`src/rtl/i2s_sample_receiver.sv`:
```
// I2S-style receiver: synchronizes bclk/lrck/sdata into in_clk and deserializes stereo sample pairs.
// Optional macro I2S_RX_ERROR_COUNT_EN adds a saturating 8-bit short-word counter (err_count).
module i2s_sample_receiver #(
  parameter int unsigned SAMPLE_WIDTH = 16
) (
  input  logic                    in_clk,
  input  logic                    resetn,
  input  logic                    bclk_in,
  input  logic                    lrck_in,
  input  logic                    sdata_in,
  output logic [SAMPLE_WIDTH-1:0] left_sample,
  output logic [SAMPLE_WIDTH-1:0] right_sample,
  output logic                    sample_valid,
  output logic                    frame_error
`ifdef I2S_RX_ERROR_COUNT_EN
  ,
  output logic [7:0]              err_count
`endif
);

  localparam int unsigned CNT_W = $clog2(SAMPLE_WIDTH + 1);

  typedef enum logic [1:0] {ST_IDLE, ST_SHIFT, ST_WAIT} state_t;

  state_t                  state_q, state_d;
  logic [2:0]              bclk_sync_q, bclk_sync_d;
  logic [1:0]              lrck_sync_q, lrck_sync_d;
  logic [1:0]              sdata_sync_q, sdata_sync_d;
  logic                    lrck_prev_q, lrck_prev_d;
  logic                    primed_q, primed_d;
  logic                    chan_q, chan_d;
  logic [CNT_W-1:0]        count_q, count_d;
  logic [SAMPLE_WIDTH-1:0] shift_q, shift_d;
  logic [SAMPLE_WIDTH-1:0] hold_q, hold_d;
  logic                    hold_valid_q, hold_valid_d;
  logic [SAMPLE_WIDTH-1:0] left_q, left_d;
  logic [SAMPLE_WIDTH-1:0] right_q, right_d;
  logic                    sample_valid_q, sample_valid_d;
  logic                    frame_error_q, frame_error_d;
`ifdef I2S_RX_ERROR_COUNT_EN
  logic [7:0]              err_count_q, err_count_d;
`endif

  logic                    bit_ev;
  logic                    lrck_s;
  logic                    sdata_s;
  logic [SAMPLE_WIDTH-1:0] shift_next;

  // Next-state logic: everything except the synchronizers advances only on a bit event.
  always_comb begin
    bclk_sync_d    = {bclk_sync_q[1:0], bclk_in};
    lrck_sync_d    = {lrck_sync_q[0], lrck_in};
    sdata_sync_d   = {sdata_sync_q[0], sdata_in};
    state_d        = state_q;
    lrck_prev_d    = lrck_prev_q;
    primed_d       = primed_q;
    chan_d         = chan_q;
    count_d        = count_q;
    shift_d        = shift_q;
    hold_d         = hold_q;
    hold_valid_d   = hold_valid_q;
    left_d         = left_q;
    right_d        = right_q;
    sample_valid_d = 1'b0;
    frame_error_d  = 1'b0;

    bit_ev     = bclk_sync_q[1] & ~bclk_sync_q[2];
    lrck_s     = lrck_sync_q[1];
    sdata_s    = sdata_sync_q[1];
    shift_next = {shift_q[SAMPLE_WIDTH-2:0], sdata_s};

    if (bit_ev) begin
      lrck_prev_d = lrck_s;
      primed_d    = 1'b1;
      // The first bit event after reset only records lrck so a mid-slot start is not a boundary.
      if (primed_q && (lrck_s != lrck_prev_q)) begin
        if (state_q == ST_SHIFT) begin
          frame_error_d = 1'b1;
          hold_valid_d  = 1'b0;
          hold_d        = '0;
        end
        state_d = ST_SHIFT;
        chan_d  = lrck_s;
        count_d = '0;
        shift_d = '0;
      end else if (state_q == ST_SHIFT) begin
        shift_d = shift_next;
        count_d = count_q + CNT_W'(1);
        if (count_q == CNT_W'(SAMPLE_WIDTH - 1)) begin
          state_d = ST_WAIT;
          if (!chan_q) begin
            hold_d       = shift_next;
            hold_valid_d = 1'b1;
          end else if (hold_valid_q) begin
            left_d         = hold_q;
            right_d        = shift_next;
            sample_valid_d = 1'b1;
            hold_valid_d   = 1'b0;
          end
        end
      end
    end

`ifdef I2S_RX_ERROR_COUNT_EN
    err_count_d = err_count_q;
    if (frame_error_d && (err_count_q != 8'hFF)) begin
      err_count_d = err_count_q + 8'd1;
    end
`endif
  end

  always_ff @(posedge in_clk or negedge resetn) begin
    if (!resetn) begin
      state_q        <= ST_IDLE;
      bclk_sync_q    <= '0;
      lrck_sync_q    <= '0;
      sdata_sync_q   <= '0;
      lrck_prev_q    <= 1'b0;
      primed_q       <= 1'b0;
      chan_q         <= 1'b0;
      count_q        <= '0;
      shift_q        <= '0;
      hold_q         <= '0;
      hold_valid_q   <= 1'b0;
      left_q         <= '0;
      right_q        <= '0;
      sample_valid_q <= 1'b0;
      frame_error_q  <= 1'b0;
`ifdef I2S_RX_ERROR_COUNT_EN
      err_count_q    <= '0;
`endif
    end else begin
      state_q        <= state_d;
      bclk_sync_q    <= bclk_sync_d;
      lrck_sync_q    <= lrck_sync_d;
      sdata_sync_q   <= sdata_sync_d;
      lrck_prev_q    <= lrck_prev_d;
      primed_q       <= primed_d;
      chan_q         <= chan_d;
      count_q        <= count_d;
      shift_q        <= shift_d;
      hold_q         <= hold_d;
      hold_valid_q   <= hold_valid_d;
      left_q         <= left_d;
      right_q        <= right_d;
      sample_valid_q <= sample_valid_d;
      frame_error_q  <= frame_error_d;
`ifdef I2S_RX_ERROR_COUNT_EN
      err_count_q    <= err_count_d;
`endif
    end
  end

  assign left_sample  = left_q;
  assign right_sample = right_q;
  assign sample_valid = sample_valid_q;
  assign frame_error  = frame_error_q;
`ifdef I2S_RX_ERROR_COUNT_EN
  assign err_count    = err_count_q;
`endif

endmodule

```
`config.mk`:
```
export PLATFORM = sky130hd
export DESIGN_NAME = i2s_sample_receiver
export DESIGN_NICKNAME = d
export VERILOG_FILES = /design/src/rtl/i2s_sample_receiver.sv
export SDC_FILE = /design/constraint.sdc
export NUM_CORES = 1
export LEC_CHECK = 0
export ABC_AREA = 1
export BUFFER_PORTS_ARGS = -buffer_cell sky130_fd_sc_hd__buf_4
export CAP_MARGIN = 20
export CORE_MARGIN = 2
export CORE_UTILIZATION = 50
export CTS_BUF_LIST = sky130_fd_sc_hd__clkbuf_2
export DETAILED_ROUTE_END_ITERATION = 8
export MAX_ROUTING_LAYER = met4
export PLACE_DENSITY_LB_ADDON = 0.15
export SLEW_MARGIN = 10
export SYNTH_ARGS = -nofsm -noshare
export SYNTH_HDL_FRONTEND = slang
export SYNTH_SLANG_ARGS = --single-unit
```
`constraint.sdc`:
```
create_clock -name in_clk -period 3.8 [get_ports in_clk]
set_input_delay 0.76 -clock in_clk [delete_from_list [all_inputs] [get_ports in_clk]]
set_output_delay 0.76 -clock in_clk [all_outputs]
set_load 0.005 [all_outputs]
```
==> results.txt, run 1 <==
Number of buffers created by CTS -> 9
Slowest-stage cell, CP -> dfrtp_1
Arrival @ worst endpoint -> 2.64 ns
IO Pins -> 39
Post-DP HPWL -> 4500 um
Die area -> 7760 um2
MaxCap Viol Count -> 0
Footprint of the multi-input gates -> 1210 um2
Headroom to the max-slew limit -> 48.1%
Synth Instances -> 393
Bufs on Longest Clock Path -> 2
RD Place Congestion -> 0.802
Synth Cell Area -> 3540 um2
Antenna violations before repair -> 0
Yosys warns -> 0
Peak VDD IR -> 0.258 mV
Tmin final -> 2.22 ns
CP Class -> flop to flop
Port buffer count -> 38
CTS resizes -> 0
Register area -> 2080 um2
Seq cells post-synth -> 83
Run status -> complete, no violations
Yosys cell types -> 22
Pwr/cell area -> 433 nW/um2
Clock Skew -> 0.0245 ns
Fill count -> 625
First-pass GRT wire length -> 12000 um
Final setup vio count -> 0
Crit-path max cell delay -> 0.46 ns
Mean Syn Cell Area -> 9.00 um2
Net Sw Power -> 0.473 mW
Area after DPL -> 3800 um2
Num Clock Sinks -> 83
Starting DRC count in detailed routing -> 236
Vias per inst -> 5.10
Register area share after synthesis -> 58.7%
GRT Overall Usage -> 20.4%
Row cnt -> 30
Worst setup EP type -> flop
CP cell instances -> ha_1 -> nand2_1 -> nor2_1 -> ha_1 -> nand3_1 -> inv_2 -> nand2_4 -> nand2_1 -> nand2_1
Unrepaired setup endpoints after global routing -> no
DRT Pass-1 Iters -> 4
Detailed Route WL -> 7080 um
Max Clock Freq -> 451 MHz
Share of post-route cells with drive strength above 1 -> 16.1%
Critical path launch point type -> flop
Syn Nets -> 400
Post-CTS Setup Bufs -> 0
Clock Power Share -> 33.9%
Worst-path clk slew -> 0.22 ns
Internal Power -> 1.25 mW
Sequential share of power -> 55.5%
Antenna diodes -> 0
Hold Buf Count CTS -> 0
CP Buf/Inv Count -> 1
Vias in the first global route -> 2494
TNS Setup -> 0 ns
Final instance area -> 3990 um2
Wire per inst -> 13.5 um
Starting density of the core -> 51.8%
DR vias -> 2670
P_leak -> 2.25 nW
Synth area leaders -> dfrtp_1 (59%), nand2_1 (14%), nand3_1 (13%)
Leading area contributor after synthesis -> dfrtp_1
Root Driver -> clkbuf_2
Largest net degree at the start of global routing -> 84
Slew @ Worst Pin -> 0.776 ns
Htree depth -> 3
Antenna-violating nets left -> 0
Area Growth Syn to Fin -> 12.7%
CTS tree -> done
Drc violations -> 0
Comb power frac -> 10.6%
Hold Fails Final Rpt -> 0
Cell mode on critical path -> nand2_1
Global route overflow -> 0
Sw Ratio -> 27.4%
Core Box Area -> 6830 um2
Die W -> 88.1 um
Max-slew violation count -> 0
Top cell type's share of synthesized area -> 58.7%
Die Y -> 88.1 um
Final period utilization -> 58.4%
Clk_lat worst skew -> 0.51 ns
WP data required -> 4.22 ns
Fin nets -> 430
Crit path max fanout -> 33
CP delay by family, top -> simple AND/OR/NAND/NOR gates
HP Class -> input pin to async pin
[power groups by stage]
| stage | Combinational, mW | Clock [mW] | Sequential (mW) |
|---|---|---|---|
| CTS | 0.182 | 0.594 | 0.959 |
| finish | 0.183 | 0.584 | 0.959 |
| floorplan | 0.136 | 0 | 0.966 |
| global route | 0.207 | 0.628 | 0.966 |
| detailed placement | 0.181 | 0 | 0.975 |
| global placement | 0.176 | 0 | 0.971 |
[flip-flops by register name (all words and copies together), names as in the netlist, 2 cells and up]
signal and cells:
lrck_sync_q 2, count_q 5, left_sample 16, state_q 2, hold_q 16, right_sample 16
sdata_sync_q 2, bclk_sync_q 3, shift_q 15
[routing by layer]
layer,vias up,GRT usage [%],wire (um)
li1,1312,-,-
met1,1280,28.8,3440
met2,68,30.4,3260
met3,10,2.92,296
met4,0,7.16,85
met5,-,-,0
[cell usage after synthesis]
cell	number
xor2_1	1
nand4_1	2
nor2_1	19
inv_1	26
nor2_8	2
nand3_1	89
nand3_2	1
nand2_2	2
o21ai_0	4
or2_2	1
nand2_4	3
nand2_1	132
buf_4	8
clkbuf_1	2
buf_2	6
dfrtp_1	83
ha_1	2
o21ai_2	1
nor2_4	1
buf_6	4
nor2_2	1
inv_2	3
[worst register-to-register path, delay by kind of cell, from the launching register on]
family | cells | cell delay, ns
simple gates | 6 | 0.83
flops | 1 | 0.46
fa+ha+maj | 2 | 0.41
buf+inv | 1 | 0.44
[placed cells by master (no fill, tap or decap)]
cell | synthesis | routed
buf_16 | 0 | 1
buf_4 | 8 | 38
bufinv_16 | 0 | 3
clkbuf_2 | 0 | 9
clkinv_1 | 0 | 1
clkinv_2 | 0 | 1
clkinvlp_4 | 0 | 1
dfrtp_1 | 83 | 83
ha_1 | 2 | 2
inv_1 | 26 | 26
inv_2 | 3 | 3
inv_6 | 0 | 1
nand2_1 | 132 | 132
nand2_2 | 2 | 2
nand2_4 | 3 | 3
nand3_1 | 89 | 89
nand3_2 | 1 | 1
nand4_1 | 2 | 2
nor2_1 | 19 | 19
nor2_2 | 1 | 1
nor2_4 | 1 | 1
nor2_8 | 2 | 2
o21ai_0 | 4 | 4
o21ai_2 | 1 | 1
or2_2 | 1 | 1
xor2_1 | 1 | 1
[cells by family (layout without fill, tap and decap cells)]
logic type,count (synthesis),after routing,share of synthesized area [%]
buffers and inverters,49,84,7.11
and+or+nand+nor,253,253,32.4
AOI/OAI and AO/OA,5,5,0.814
xor gates and xnor gates,1,1,0.248
DFF,83,83,58.7
adders and majority gates,2,2,0.708
[final timing paths]
check	to	slack [ns]	start	cells past startpoint
max reg2reg	left_sample[0]	1.58	count_q[0]	9
min	count_q[1]	0.07	resetn	1
min in group in_clk	sdata_sync_q[0]	0.34	sdata_in	1
max in group asynchronous	chan_q	3.12	resetn	2
max	left_sample[0]	1.58	count_q[0]	9
min reg2reg	sdata_sync_q[1]	0.38	sdata_sync_q[0]	0
[cell type report]
class                   count  share of cell area (%)
clock buffers               9                    1.13
repair buffers             39                    7.85
clock inverters             7                    2.89
well taps                  96                    3.01
inverters                  29                    2.73
multi-input cells         261                    30.3
flip-flops and latches     83                    52.1
[through the flow]
| stage | instances | power (mW) | util [%] | hold slack [ns] | setup WS [ns] |
|---|---|---|---|---|---|
| global placement | 507 | 1.15 | 55.6 | 0.337 | 1.67 |
| floorplan | 393 | 1.10 | - | 0.331 | 2.27 |
| finish | 524 | 1.73 | 58.4 | 0.0721 | 1.58 |
| CTS | 523 | 1.73 | 57.9 | 0.316 | 1.57 |
| global route | 524 | 1.80 | 58.4 | 0.0500 | 1.26 |
| detailed placement | 507 | 1.16 | 55.6 | 0.336 | 1.61 |
No activity file was read; power rests on OpenSTA's default activity.
==> run 2, diff against run 1 <==
==> constraint.sdc (replaced) <==
create_clock -name in_clk -period 2.05 [get_ports in_clk]
set_input_delay 0.41 -clock in_clk [delete_from_list [all_inputs] [get_ports in_clk]]
set_output_delay 0.41 -clock in_clk [all_outputs]
set_load 0.005 [all_outputs]
==> run 2 against run 1 <==
Sequential power is 86% higher. First-iteration DRC count decreased by 15%. Largest cell class unchanged. Die area is the same. Highest routed layer unchanged. Clock power increased by 44%. Combinational power increased by 100%. Largest power group unchanged.
==> results.txt, run 2 (synthesized netlist as in run 1, its figures left out) <==
CTS tree -> done
HP Class -> input pin to async pin
Hold Fails Final Rpt -> 0
Global route overflow -> 0
Largest net degree at the start of global routing -> 43
Drc violations -> 0
Number of buffers created by CTS -> 9
Die Y -> 88.1 um
Starting DRC count in detailed routing -> 201
Max Clock Freq -> 550 MHz
Htree depth -> 3
Peak VDD IR -> 0.436 mV
Num Clock Sinks -> 83
Wire per inst -> 13.1 um
Net Sw Power -> 0.880 mW
Port buffer count -> 38
Row cnt -> 30
Arrival @ worst endpoint -> 2.27 ns
Sw Ratio -> 29.4%
Most common cell after layout, fill and taps aside -> nand2_1
Max-slew violation count -> 0
Slew @ Worst Pin -> 0.544 ns
Final setup vio count -> 0
Internal Power -> 2.11 mW
Final instance area -> 4020 um2
Headroom to the max-slew limit -> 63.7%
Hold WS -> 0.349 ns
Final setup margin -> 0.233 ns
Post-DP HPWL -> 4570 um
Root Driver -> clkbuf_2
Unrepaired setup endpoints after global routing -> no
P_leak -> 2.27 nW
Die W -> 88.1 um
Area after DPL -> 3860 um2
Dpl ws -> 0.215 ns
TNS Setup -> 0 ns
Vias per inst -> 5.06
Bufs on Longest Clock Path -> 2
MaxCap Viol Count -> 0
Run status -> complete, no violations
IO Pins -> 39
Tmin final -> 1.82 ns
RD Place Congestion -> 0.799
Critical path launch point type -> flop
Clock Skew -> 0.0274 ns
Share of post-route cells with drive strength above 1 -> 17.1%
Area Growth Syn to Fin -> 13.8%
GRT Overall Usage -> 21.1%
Antenna violations before repair -> 0
CP Class -> flop to flop
Crit path max fanout -> 33
Detailed Route WL -> 7000 um
Final period utilization -> 88.6%
Post-CTS Setup Bufs -> 0
Antenna-violating nets left -> 0
Cells after DPL -> 514
Clock Power Share -> 28.1%
Die area -> 7760 um2
Pwr/cell area -> 743 nW/um2
Final std cells w/o fill -> 534
Total chip power -> 2.99 mW
First-pass GRT wire length -> 12100 um
Comb power frac -> 12.3%
Fin util -> 58.9%
Vias in the first global route -> 2558
Worst setup EP type -> flop
Starting density of the core -> 51.8%
Worst-path clk slew -> 0.23 ns
Antenna diodes -> 0
DRT Pass-1 Iters -> 5
Sequential share of power -> 59.6%
Core Box Area -> 6830 um2
DR vias -> 2700
Most frequent cells in the layout -> nand2_1 (132), nand3_1 (89), dfrtp_1 (83)
Fin nets -> 440
Clk_lat worst skew -> 0.55 ns
WP data required -> 2.50 ns
run 2: per-layer routing:
| metal | wire length, um | track usage, % | vias up |
|---|---|---|---|
| li1 | - | - | 1336 |
| met1 | 3430 | 29.6 | 1290 |
| met2 | 3100 | 30.5 | 58 |
| met3 | 329 | 3.68 | 16 |
| met4 | 140 | 8.68 | 0 |
| met5 | 0 | - | - |
run 2: final cells by class:
cell class,instances,area (um2)
Fill cell,619,2810
Sequential cell,83,2080
Multi-Input combinational cell,261,1210
Timing Repair Buffer,49,394
Tap cell,96,120
Inverter,29,109
Clock inverter,6,65.1
Clock buffer,10,50.0
run 2: power by group through the flow:
stage                     combinational, mW  clock [mW]  sequential [mW]
after floorplan                       0.253           0             1.79
after CTS                             0.374       0.867             1.78
after global placement                0.361           0             1.81
final                                 0.369       0.840             1.78
after detailed placement              0.368           0             1.81
after global routing                  0.418       0.919             1.79
run 2: final timing paths:
path | to | from | cells past startpoint | slack, ns
worst max-delay path | right_sample[14] | lrck_prev_q | 6 | 0.23
worst min-delay path | shift_q[2] | resetn | 2 | 0.35
worst max register to register | right_sample[14] | lrck_prev_q | 6 | 0.23
worst min register to register | sdata_sync_q[1] | sdata_sync_q[0] | 0 | 0.38
max in group asynchronous | hold_q[8] | resetn | 3 | 1.09
min in group in_clk | sdata_sync_q[1] | sdata_sync_q[0] | 0 | 0.38
run 2: repair_timing:
item	CTS	global route
resized for setup	0	1
setup endpoints to repair	0	1
hold buffers	4	0
hold endpoints to repair	44	0
run 2: worst max-delay path: stages (launching register included):
cell and delay (ns):
dfrtp_1 0.46, nor2_2 0.23, nor2_8 0.13, nor2_8 0.38, nand2_4 0.31, nand2_1 0.15
nand2_1 0.05
